===== src/rtl/from_dec_if.sv =====
// Handshake and data bundle for the ASCII-decimal to binary converter.
// The master drives the four digit characters; the slave returns the result.
interface from_dec_if;
  logic        in_valid;
  logic        in_ready;
  logic [7:0]  thousands;
  logic [7:0]  hundreds;
  logic [7:0]  tens;
  logic [7:0]  units;
  logic [13:0] value;
  logic        out_valid;
  logic        err;
  logic        ovf;

  modport master (
    output in_valid, thousands, hundreds, tens, units,
    input  in_ready, value, out_valid, err, ovf
  );

  modport slave (
    input  in_valid, thousands, hundreds, tens, units,
    output in_ready, value, out_valid, err, ovf
  );
endinterface


===== src/rtl/from_dec.sv =====
// Four ASCII decimal digits to 14-bit binary using sequential reverse double-dabble.
// Optional macro RANGE_CHECK_EN clamps results above MAX_VALUE and raises ovf.
module from_dec #(
  parameter int MAX_VALUE = 4095
) (
  input logic   clk,
  input logic   rstn,
  from_dec_if.slave bus
);

  if (MAX_VALUE < 0 || MAX_VALUE > 9999) begin : g_bad_max
    $error("from_dec: MAX_VALUE must lie in 0..9999");
  end

  typedef enum logic [2:0] {IDLE, CHECK, SHIFT, ADJUST, DONE} state_t;

  state_t      state;
  logic [7:0]  th_q;
  logic [7:0]  hu_q;
  logic [7:0]  te_q;
  logic [7:0]  un_q;
  logic [15:0] bcd;
  logic [13:0] bin;
  logic [3:0]  step;
  logic        err_flag;
  logic        digits_ok;
  logic [15:0] bcd_adj;

  function automatic logic is_digit(input logic [7:0] c);
    return (c >= 8'h30) && (c <= 8'h39);
  endfunction

  function automatic logic [3:0] fix_nibble(input logic [3:0] n);
    return (n >= 4'd8) ? n - 4'd3 : n;
  endfunction

  always_comb begin
    digits_ok = is_digit(th_q) && is_digit(hu_q) && is_digit(te_q) && is_digit(un_q);
    bcd_adj   = {fix_nibble(bcd[15:12]), fix_nibble(bcd[11:8]),
                 fix_nibble(bcd[7:4]),   fix_nibble(bcd[3:0])};
  end

  assign bus.in_ready = (state == IDLE);

`ifndef RANGE_CHECK_EN
  assign bus.ovf = 1'b0;
`endif

  always_ff @(posedge clk) begin
    if (!rstn) begin
      state         <= IDLE;
      th_q          <= '0;
      hu_q          <= '0;
      te_q          <= '0;
      un_q          <= '0;
      bcd           <= '0;
      bin           <= '0;
      step          <= '0;
      err_flag      <= 1'b0;
      bus.value     <= '0;
      bus.out_valid <= 1'b0;
      bus.err       <= 1'b0;
`ifdef RANGE_CHECK_EN
      bus.ovf       <= 1'b0;
`endif
    end else begin
      bus.out_valid <= 1'b0;
      case (state)
        IDLE: begin
          if (bus.in_valid) begin
            th_q  <= bus.thousands;
            hu_q  <= bus.hundreds;
            te_q  <= bus.tens;
            un_q  <= bus.units;
            state <= CHECK;
          end
        end
        CHECK: begin
          bin  <= '0;
          step <= '0;
          if (!digits_ok) begin
            err_flag <= 1'b1;
            state    <= DONE;
          end else begin
            // For '0'..'9' the low nibble of the character is the digit itself.
            err_flag <= 1'b0;
            bcd      <= {th_q[3:0], hu_q[3:0], te_q[3:0], un_q[3:0]};
            state    <= SHIFT;
          end
        end
        SHIFT: begin
          {bcd, bin} <= {1'b0, bcd, bin[13:1]};
          state      <= ADJUST;
        end
        ADJUST: begin
          bcd <= bcd_adj;
          if (step == 4'd13) begin
            state <= DONE;
          end else begin
            step  <= step + 4'd1;
            state <= SHIFT;
          end
        end
        DONE: begin
          bus.out_valid <= 1'b1;
          bus.err       <= err_flag;
`ifdef RANGE_CHECK_EN
          if (!err_flag && (bin > 14'(MAX_VALUE))) begin
            bus.value <= 14'(MAX_VALUE);
            bus.ovf   <= 1'b1;
          end else begin
            bus.value <= bin;
            bus.ovf   <= 1'b0;
          end
`else
          bus.value <= bin;
`endif
          state <= IDLE;
        end
        default: state <= IDLE;
      endcase
    end
  end

endmodule

===== src/flat_wrapper.sv =====
// flat-port wrapper written by rule: the top's interface ports become plain ports
module from_dec_flat 
#(
  parameter int MAX_VALUE = 4095
)
  (clk, rstn, bus_in_valid, bus_thousands, bus_hundreds, bus_tens, bus_units, bus_in_ready, bus_value, bus_out_valid, bus_err, bus_ovf);
  from_dec_if bus_i ();
  input logic clk;
  input logic rstn;
  input wire logic [$bits(bus_i.in_valid)-1:0] bus_in_valid;
  input wire logic [$bits(bus_i.thousands)-1:0] bus_thousands;
  input wire logic [$bits(bus_i.hundreds)-1:0] bus_hundreds;
  input wire logic [$bits(bus_i.tens)-1:0] bus_tens;
  input wire logic [$bits(bus_i.units)-1:0] bus_units;
  output wire logic [$bits(bus_i.in_ready)-1:0] bus_in_ready;
  output wire logic [$bits(bus_i.value)-1:0] bus_value;
  output wire logic [$bits(bus_i.out_valid)-1:0] bus_out_valid;
  output wire logic [$bits(bus_i.err)-1:0] bus_err;
  output wire logic [$bits(bus_i.ovf)-1:0] bus_ovf;
  assign bus_i.in_valid = bus_in_valid;
  assign bus_i.thousands = bus_thousands;
  assign bus_i.hundreds = bus_hundreds;
  assign bus_i.tens = bus_tens;
  assign bus_i.units = bus_units;
  assign bus_in_ready = bus_i.in_ready;
  assign bus_value = bus_i.value;
  assign bus_out_valid = bus_i.out_valid;
  assign bus_err = bus_i.err;
  assign bus_ovf = bus_i.ovf;
  from_dec #(.MAX_VALUE(MAX_VALUE)) u_core (.clk(clk), .rstn(rstn), .bus(bus_i));
endmodule

===== config.mk =====
export PLATFORM = sky130hd
export DESIGN_NAME = from_dec_flat
export DESIGN_NICKNAME = d
export VERILOG_FILES = /design/src/rtl/from_dec_if.sv /design/src/rtl/from_dec.sv /design/src/flat_wrapper.sv
export SDC_FILE = /design/constraint.sdc
export NUM_CORES = 1
export LEC_CHECK = 0
export CORE_MARGIN = 10
export CORE_UTILIZATION = 59
export DETAILED_ROUTE_END_ITERATION = 6
export PLACE_DENSITY = 0.84
export SLEW_MARGIN = 20
export SYNTH_ARGS = -nofsm -noshare
export SYNTH_HDL_FRONTEND = slang
export SYNTH_SLANG_ARGS = --single-unit
export TNS_END_PERCENT = 30

===== constraint.sdc =====
create_clock -name clk -period 4.6 [get_ports clk]
set_clock_uncertainty 0.15 [all_clocks]
set_input_delay 1.38 -clock clk [delete_from_list [all_inputs] [get_ports clk]]
set_output_delay 1.38 -clock clk [all_outputs]
set_load 0.02 [all_outputs]

# == After elaboration in Yosys (flattened, before gate mapping) ==
# Index checks and enable logic that the tools add are counted.
# totals
register_bits,86
inputBits,35
output_inout_bits,18
# op_classes
addsub,5
order_cmp,12
n_eq_ne,12
n_mux,15
reduce_logical,17
# ops
op,n
$pmux 16 s3,1
$ge 8x6->1 const B,4
$le 8x6->1 const B,4
$pmux 14 s2,1
$mux 4,5
$ge 4x4->1 const B,4
$mux 16,1
$sub 4x2->4 const B,4
$pmux 3 s4,1
$reduce_and 3->1,4
$ne 2x1->1 const B,5
$mux 3,3
$pmux 4 s2,1
$logic_and 1x1->1,7
$eq 3x2->1 const B,2
$add 4x1->4 const B,1
$eq 4x4->1 const B,1
$ne 2x2->1 const B,2
$reduce_and 2->1,2
$reduce_bool 2->1,2
$eq 3x1->1 const B,1
$eq 3x3->1 const B,1
$logic_not 3->1,1
$reduce_bool 3->1,1
$mux 1,2

# == Logic depth before layout (Yosys ltp) ==
# Gate-level depths: netlist (run 1).
# depth
word_depth,7
mapped_depth,7
mapped_depth_nobuf,6

# == Worst setup path after synthesis (run 1) ==
# OpenSTA, ideal clock, no wires.
# synth_path
path_type,reg-to-output
from,register u_core.state[2]
to,output bus_in_ready
arrival_time_ns,1.022
required_time_ns,3.070
path_slack_ns,2.048
stages_incl_launch_ff,3
path_buffers,1
cell_sequence,dfxtp_1 > clkbuf_1 > nor3_1
# synth_via
elab_chain_len,1
# synth_lines
item,line_no,rtl
from (decl),from_dec.sv:17,state_t state;
from (signal assigned),from_dec.sv:51,state <= IDLE;
from (signal assigned),from_dec.sv:75,state <= CHECK;
from (signal assigned),from_dec.sv:83,state <= DONE;
$logic_not 3->1,from_dec.sv:43,assign bus.in_ready = (state == IDLE);
to (decl),flat_wrapper.sv:15,output wire logic [$bits(bus_i.in_ready)-1:0] bus_in_ready;
# Every way passes these cells.

# == Worst setup path in the final report (run 1) ==
# layout_path
from,register u_core.state[1]
to,output bus_in_ready
# The elaborated chain is that of the path after synthesis.

==> flow_metrics.tcl, run 1 <==
set metrics [dict create \
    outcome "completed" \
    drive_above_1_share 0.06542 \
    setup_viol 0 \
    synth-main-ff-cell "dfxtp_1" \
    io_pins 53 \
    initial_utilization 0.6072 \
    antenna_cells 0 \
    worstPathMaxFanout 26 \
    ys_top_cells_by_area "dfxtp_1 (42%), nand2_1 (11%), a21oi_1 (8.6%)" \
    synth-edff-count 0 \
    ys_warn_count 0 \
    synthArstFlopShare 0 \
    ys_types 50 \
    finalHoldViolCount 0 \
    worst_setup_path_start_kind "flip-flop" \
    grt_max_degree 54 \
    gp_congestion 0.7912 \
    syn-cell-area_um2 4125 \
    regToRegSetupSlack_ps 2130 \
    final_cell_mix "nand2_1 (116), dfxtp_1 (86), a21oi_1 (71)" \
    ir_drop_uv 244.6 \
    cts_max_level 3 \
    grt_pass1_wl_um 16030 \
    post_cts_resize_count 0 \
    numPortBuffers 51 \
    synth-simple-area-share 0.2163 \
    synth_nets 551 \
    endpoint_kind "output pin" \
    reg2reg_depth 5 \
    layout.nets 576 \
    cts_root_buf "clkbuf_8" \
    synth_mux_area_frac 0.04125 \
    cts_max_path_buffers 2 \
    yosysTopAreaCellShare 0.4173 \
    rsz0062_at_grt "false" \
    crit_end "bus_in_ready" \
    synth-seq-cells 86 \
    timing.fmax_mhz 285.0 \
    crit_type "reg2out" \
    detailed_place_hpwl_um 6384 \
    grt.total_usage 0.1717 \
    period_share 0.7628 \
    fp.dieArea_um2 10740 \
    die_y_um 103.6 \
    clk_latency_ps 350 \
    synth-adder-area-share 0.03033 \
    drtIter0Drc 228 \
    cts.sinks 86 \
    hold_path_class "reg2reg" \
    first_pass_iters 4 \
    yosys.area.top_type "dfxtp_1" \
    syn_to_final_growth_pct 16.08 \
    postCtsHoldBufs 0 \
    required_ps 3070 \
    grt_overflow 0 \
    rr_endpoint "u_core.bcd[0]$_SDFFE_PN0P_" \
    layout_commonest_cell "nand2_1" \
    fp.coreArea_um2 6794 \
    startpoint "u_core.state[1]$_SDFFE_PN0P_" \
    arrival_ps 1980 \
    ant_nets 0 \
    power_density_nw_per_um2 298.8 \
    wl_per_cell_um 14.90 \
    synth_top_family_by_area "simple AND/OR/NAND/NOR gates" \
    drc_errors 0 \
    final_max_slew_viol_count 0 \
    avgSynthCellArea_um2 8.153 \
    fin_setup_tns_ps 0 \
    synth_compound_area_frac 0.2129 \
    post_cts_buffers 0 \
    whs_ps 308.2 \
    vias 3532 \
    min_period_ps 3509 \
    finalWirelength_um 9400 \
    relSlewSlack 0.3051 \
    cts_buffers 9 \
    worst_pin_slew_ps 1040 \
    grt_pass1_vias 3445 \
    rows 30 \
    via_per_inst 5.597 \
    p_leak_uw 0.001757 \
    path_clk_slew_ps 90 \
    ys_seq_area_frac 0.4173 \
    synth_cells 506 \
    antenna_found_initial 0 \
    die_w_um 103.6 \
    synth-xor-area-share 0.02123 \
    cts_tree "built" \
    drv_cap 0 \
    reg2reg_from "u_core.state[0]$_SDFFE_PN0P_" \
]
## flip-flops by register name, summed over array words and instances (netlist names)
register / count
u_core.state: 3
u_core.un_q: 8
u_core.te_q: 8
u_core.bin: 14
u_core.step: 4
u_core.bus.out_valid: 1
u_core.bcd: 16
u_core.err_flag: 1
u_core.bus.value: 14
u_core.hu_q: 8
u_core.bus.err: 1
u_core.th_q: 8
## how the worst min path moves through the flow
| stage | from | endpoint | cells past startpoint |
|---|---|---|---|
| 5_1_grt | u_core.bus.value[6]$_SDFFE_PN0P_ | u_core.bus.value[6]$_SDFFE_PN0P_ | 2 |
| 6_report | u_core.un_q[6]$_SDFFE_PN0P_ | u_core.un_q[6]$_SDFFE_PN0P_ | 2 |
| 3_3_place_gp | u_core.te_q[6]$_SDFFE_PN0P_ | u_core.te_q[6]$_SDFFE_PN0P_ | 2 |
| 4_1_cts | u_core.bus.value[6]$_SDFFE_PN0P_ | u_core.bus.value[6]$_SDFFE_PN0P_ | 2 |
| 2_1_floorplan | u_core.err_flag$_SDFFE_PN0P_ | u_core.bus.err$_SDFFE_PN0P_ | 2 |
| 3_5_place_dp | u_core.bus.value[6]$_SDFFE_PN0P_ | u_core.bus.value[6]$_SDFFE_PN0P_ | 2 |
## layer usage
metal / vias to the layer above / wire length [um] / track usage
met4: 0 / 136 / 0.04940
li1: 1770 / - / -
met5: - / 0 / 0
met3: 13 / 525 / 0.04337
met1: 1667 / 4171 / 0.2098
met2: 82 / 4568 / 0.2896
## cell type report
cell class | instances | area, um2
clock buffers | 11 | 141.4
clock inverters | 4 | 47.55
fillers | 524 | 2006
inverters | 13 | 48.80
multi-input cells | 365 | 2161
flip-flops and latches | 86 | 1722
well taps | 96 | 120.1
repair buffers | 56 | 548.0
## stage by stage
stage / cells / utilization / cell area, um2 / power, uW / setup slack [ps]
5_1_grt: 631 / 0.7048 / 4788 / 1480 / 961.2
3_3_place_gp: 616 / 0.6768 / 4598 / 920.7 / 1319
2_1_floorplan: 506 / - / 4125 / 877.7 / 2048
6_report: 631 / 0.7048 / 4788 / 1431 / 1091
4_1_cts: 631 / 0.7046 / 4787 / 1430 / 1090
3_5_place_dp: 616 / 0.6768 / 4598 / 924.4 / 1269
## cell families (layout without fill, tap and decap cells)
logic type               count (synthesis)  in the layout
AO/OA/AOI/OAI                          134            134
XOR/XNOR                                10             10
adder cells (fa/ha/maj)                 10             10
buffers and inverters                   55             84
flip-flops                              86             86
multiplexers                            17             17
other                                    1              1
AND/OR/NAND/NOR                        193            193
## power by group
group	total, uW	switching, uW	internal (uW)
registers	778	13.8	764
logic	132	74.4	57.3
clock network	521	260	262
## worst max-delay path, cell delays in order (launching register included)
cell and delay, ps:
dfxtp_1 570, nor3_1 380, clkdlybuf4s50_1 680
## cell usage after synthesis, drive strengths merged, types with 3 or more instances
cell type    n
nand2      116
dfxtp       86
a21oi       71
clkbuf      25
nor2        23
buf         17
mux2i       17
nor2b       16
a2bb2oi     13
inv         12
o211ai      12
ha          10
nand2b       9
o21ai        9
and2         8
xnor2        8
a31oi        5
a311oi       4
nand3        4
a211oi       3
a31o         3
nand4        3
nor3         3
o221ai       3
No activity file was read; power rests on OpenSTA's default activity.
==> run 2, diff against run 1 <==
--- a/config.mk
+++ b/config.mk
@@ -6,9 +6,9 @@
 export NUM_CORES = 1
 export LEC_CHECK = 0
 export CORE_MARGIN = 10
-export CORE_UTILIZATION = 59
+export CORE_UTILIZATION = 55
 export DETAILED_ROUTE_END_ITERATION = 6
-export PLACE_DENSITY = 0.84
+export PLACE_DENSITY = 0.79
 export SLEW_MARGIN = 20
 export SYNTH_ARGS = -nofsm -noshare
 export SYNTH_HDL_FRONTEND = slang
==> constraint.sdc (replaced) <==
create_clock -name clk -period 3.35 [get_ports clk]
set_clock_uncertainty 0.15 [all_clocks]
set_input_delay 1.005 -clock clk [delete_from_list [all_inputs] [get_ports clk]]
set_output_delay 1.005 -clock clk [all_outputs]
set_load 0.02 [all_outputs]
==> flow_metrics.tcl, run 2 (same netlist as run 1, synthesis figures left out) <==
set metrics [dict create \
    outcome "completed" \
    min_period_ps 2915 \
    setup_viol 0 \
    cts_root_buf "clkbuf_8" \
    syn_to_final_growth_pct 17.65 \
    ant_nets 0 \
    gp_congestion 0.8024 \
    drtIter0Drc 152 \
    vias 3509 \
    rsz0062_at_grt "false" \
    worst_pin_slew_ps 583.6 \
    post_cts_buffers 0 \
    wl_per_cell_um 14.52 \
    largest_reg_flops 16 \
    fin_util 0.6656 \
    crit_path_cell_trace "nor3_1 > clkdlybuf4s50_1" \
    grt.total_usage 0.1656 \
    grt_overflow 0 \
    initial_utilization 0.5657 \
    crit_end "bus_in_ready" \
    antenna_cells 0 \
    cts_max_path_buffers 2 \
    fp.coreArea_um2 7292 \
    finalHoldViolCount 0 \
    antenna_found_initial 0 \
    cts_max_level 3 \
    clk_latency_ps 360 \
    reg2reg_from "u_core.state[0]$_SDFFE_PN0P_" \
    endpoint_kind "output pin" \
    first_pass_iters 4 \
    arrival_ps 1760 \
    via_per_inst 5.474 \
    crit_type "reg2out" \
    cts.sinks 86 \
    path_clk_slew_ps 80 \
    cts_buffers 9 \
    drc_errors 0 \
    required_ps 2190 \
    reg2reg_depth 5 \
    fp.dieArea_um2 11360 \
    drive_above_1_share 0.07749 \
    final_cell_mix "nand2_1 (116), dfxtp_1 (86), a21oi_1 (71)" \
    grt_max_degree 54 \
    cts_tree "built" \
    largest_register "u_core.bcd" \
    rr_endpoint "u_core.bcd[1]$_SDFFE_PN0P_" \
    fin_setup_tns_ps 0 \
    whs_path_depth 2 \
    layout.nets 582 \
    finalWirelength_um 9305 \
    top_regs "u_core.bcd: 16 flops, u_core.bin: 14 flops, u_core.bus.value: 14 flops" \
    ir_drop_uv 242.7 \
    startpoint "u_core.state[2]$_SDFFE_PN0P_" \
    worstPathMaxFanout 12 \
    die_y_um 106.6 \
    grt_pass1_wl_um 16060 \
    drv_cap 0 \
    timing.fmax_mhz 343.0 \
    post_cts_resize_count 0 \
    grt_pass1_vias 3504 \
    power_density_nw_per_um2 414.7 \
    hold_path_class "reg2reg" \
    layout_commonest_cell "nand2_1" \
    rows 31 \
    io_pins 53 \
    p_leak_uw 0.001800 \
    period_share 0.8702 \
    regToRegSetupSlack_ps 950 \
    die_w_um 106.6 \
    cpMaxStageDelayCell "clkdlybuf4s50_1" \
    total_power_uw 2013 \
    numPortBuffers 51 \
    postCtsHoldBufs 0 \
    final_max_slew_viol_count 0 \
    slowest_delay_ps 690 \
    relSlewSlack 0.6110 \
    detailed_place_hpwl_um 6381 \
    worst_setup_path_start_kind "flip-flop" \
]
[run 2: cell types whose count changed in the layout (fill, tap and decap cells not counted)]
cell and delta:
clkinvlp_4 -1, clkinv_4 +1, inv_8 +1, inv_6 +1, buf_4 +6, and2_1 +1, clkbuf_1 -1, and2_2 -1
[run 2: area by class of cell]
cell class | instances | area, um2
clock buffers | 10 | 137.6
clock inverters | 6 | 68.82
fillers | 644 | 2439
inverters | 13 | 48.80
multi-input cells | 365 | 2160
flip-flops and latches | 86 | 1722
well taps | 99 | 123.9
repair buffers | 62 | 593.1
[run 2: stage by stage]
stage | cell area, um2 | hold slack (ps) | std cells | setup WS (ps)
CTS | 4853 | 303.1 | 641 | 421.5
global placement | 4647 | 286.2 | 625 | 864.6
finish | 4853 | 302.7 | 641 | 434.9
global route | 4853 | 325.5 | 641 | 316.6
floorplan | 4125 | 278.8 | 506 | 1173
detailed placement | 4647 | 291.6 | 625 | 799.3
[run 2: worst min-delay path by stage]
stage                     slack [ps]                                to                        startpoint
after floorplan                  280       u_core.bus.err$_SDFFE_PN0P_      u_core.err_flag$_SDFFE_PN0P_
after CTS                        300       u_core.te_q[6]$_SDFFE_PN0P_       u_core.te_q[6]$_SDFFE_PN0P_
after global routing             330  u_core.bus.value[3]$_SDFFE_PN0P_  u_core.bus.value[3]$_SDFFE_PN0P_
after detailed placement         290       u_core.te_q[6]$_SDFFE_PN0P_       u_core.te_q[6]$_SDFFE_PN0P_
final                            300       u_core.te_q[6]$_SDFFE_PN0P_       u_core.te_q[6]$_SDFFE_PN0P_
after global placement           290       u_core.te_q[6]$_SDFFE_PN0P_       u_core.te_q[6]$_SDFFE_PN0P_
[run 2: per-layer routing]
layer | vias up | share of wire | wire, um | GRT usage
li1 | 1788 | - | - | -
met1 | 1646 | 0.46 | 4283 | 0.2014
met2 | 60 | 0.48 | 4499 | 0.2766
met3 | 15 | 0.039 | 359 | 0.03892
met4 | 0 | 0.018 | 163 | 0.06480
met5 | - | 0 | 0 | 0
[run 2: report_power, final]
group	internal [uW]	switching, uW
clock network	372	391
logic	81.5	101
registers	1050	18.1
[run 2: critical path: cells and delay by family, from the launching register on]
family | cells | cell delay, ps
flops | 1 | 430
simple gates | 1 | 300
buf+inv | 1 | 690
==> run 3, diff against run 2 <==
--- a/config.mk
+++ b/config.mk
@@ -8,6 +8,7 @@
 export CORE_MARGIN = 10
 export CORE_UTILIZATION = 55
 export DETAILED_ROUTE_END_ITERATION = 6
+export GPL_TIMING_DRIVEN = 1
 export PLACE_DENSITY = 0.79
 export SLEW_MARGIN = 20
 export SYNTH_ARGS = -nofsm -noshare
==> constraint.sdc (replaced) <==
create_clock -name clk -period 3.2 [get_ports clk]
set_clock_uncertainty 0.15 [all_clocks]
set_input_delay 0.96 -clock clk [delete_from_list [all_inputs] [get_ports clk]]
set_output_delay 0.96 -clock clk [all_outputs]
set_load 0.02 [all_outputs]
==> flow_metrics.tcl, run 3 (same netlist as run 1, synthesis figures left out) <==
set metrics [dict create \
    p_leak_uw 0.001795 \
    rsz0062_at_grt "false" \
    postCtsHoldBufs 0 \
    post_cts_resize_count 0 \
    slowest_delay_ps 680 \
    gp_congestion 0.7991 \
    post_cts_buffers 0 \
    rows 31 \
    relSlewSlack 0.6095 \
    die_y_um 106.6 \
    endpoint_kind "output pin" \
    hold_path_class "reg2reg" \
    fp.dieArea_um2 11360 \
    cts_max_path_buffers 2 \
    fin_util 0.6675 \
    die_w_um 106.6 \
    initial_utilization 0.5657 \
    timing.fmax_mhz 350.0 \
    period_share 0.8927 \
    final_cell_mix "nand2_1 (116), dfxtp_1 (86), a21oi_1 (71)" \
    layout.nets 582 \
    largest_register "u_core.bcd" \
    antenna_cells 0 \
    grt_max_degree 54 \
    clk_latency_ps 360 \
    path_clk_slew_ps 90 \
    power_density_nw_per_um2 442.9 \
    via_per_inst 5.474 \
    io_pins 53 \
    finalWirelength_um 9184 \
    antenna_found_initial 0 \
    grt_overflow 0 \
    worstPathMaxFanout 12 \
    cts_tree "built" \
    largest_reg_flops 16 \
    fin_setup_tns_ps 0 \
    crit_type "reg2out" \
    ir_drop_uv 289.4 \
    required_ps 2090 \
    wl_per_cell_um 14.33 \
    numPortBuffers 51 \
    cpMaxStageDelayCell "clkdlybuf4s50_1" \
    cts_buffers 9 \
    ant_nets 0 \
    drc_errors 0 \
    first_pass_iters 4 \
    drtIter0Drc 201 \
    arrival_ps 1750 \
    grt_pass1_vias 3374 \
    drive_above_1_share 0.07565 \
    setup_viol 0 \
    cts_max_level 3 \
    finalHoldViolCount 0 \
    final_max_slew_viol_count 0 \
    fp.coreArea_um2 7292 \
    cts.sinks 86 \
    crit_path_cell_trace "nor3_1 > clkdlybuf4s50_1" \
    syn_to_final_growth_pct 17.99 \
    vias 3509 \
    worst_pin_slew_ps 584.4 \
    layout_commonest_cell "nand2_1" \
    outcome "completed" \
    detailed_place_hpwl_um 6386 \
    regToRegSetupSlack_ps 780 \
    worst_setup_path_start_kind "flip-flop" \
    top_regs "u_core.bcd: 16 flops, u_core.bin: 14 flops, u_core.bus.value: 14 flops" \
    grt_pass1_wl_um 15740 \
    min_period_ps 2857 \
    cts_root_buf "clkbuf_8" \
    grt.total_usage 0.1653 \
    drv_cap 0 \
]
[run 3: layout make-up]
type                            instances  area (um2)
Fill cell                             634        2425
Clock inverter                          6       92.59
Multi-Input combinational cell        365        2160
Tap cell                               99       123.9
Sequential cell                        86        1722
Clock buffer                           10       127.6
Inverter                               13       48.80
Timing Repair Buffer                   62       593.1
[run 3: routing by layer]
metal,global-route usage,wire length (um),vias to the layer above
li1,-,-,1789
met1,0.1983,4095,1646
met2,0.2748,4465,63
met3,0.06048,518,11
met4,0.04062,104,0
met5,0,0,-
[run 3: critical path, delay by kind of cell, from the launching register on]
family	cells	cell delay (ps)
buffers and inverters	1	680
flip-flops	1	430
AND/OR/NAND/NOR	1	280
[run 3: report_power, final]
part | leakage (uW) | switching [uW] | internal, uW
combinational | 0.000994 | 104 | 85.3
clock | 0.000104 | 404 | 445
sequential | 0.000698 | 19.2 | 1100
[run 3: final timing paths]
check,to,startpoint,depth (start not counted)
setup / recovery,bus_in_ready,u_core.state[2]$_SDFFE_PN0P_,2
hold / removal,u_core.te_q[6]$_SDFFE_PN0P_,u_core.te_q[6]$_SDFFE_PN0P_,2
setup reg to reg,u_core.bcd[2]$_SDFFE_PN0P_,u_core.state[0]$_SDFFE_PN0P_,5
hold reg to reg,u_core.te_q[6]$_SDFFE_PN0P_,u_core.te_q[6]$_SDFFE_PN0P_,2
[run 3: through the flow]
step / cells / total power, uW / hold WS, ps / setup WS [ps] / cell area, um2
after floorplan: 506 / 1262 / 278.8 / 1068 / 4125
after global placement: 625 / 1328 / 287.7 / 769.5 / 4647
after detailed placement: 625 / 1332 / 294.6 / 721.6 / 4647
after CTS: 641 / 2172 / 307.4 / 340.1 / 4867
after global routing: 641 / 2232 / 328.5 / 262.3 / 4867
final: 641 / 2156 / 308.0 / 343.3 / 4867
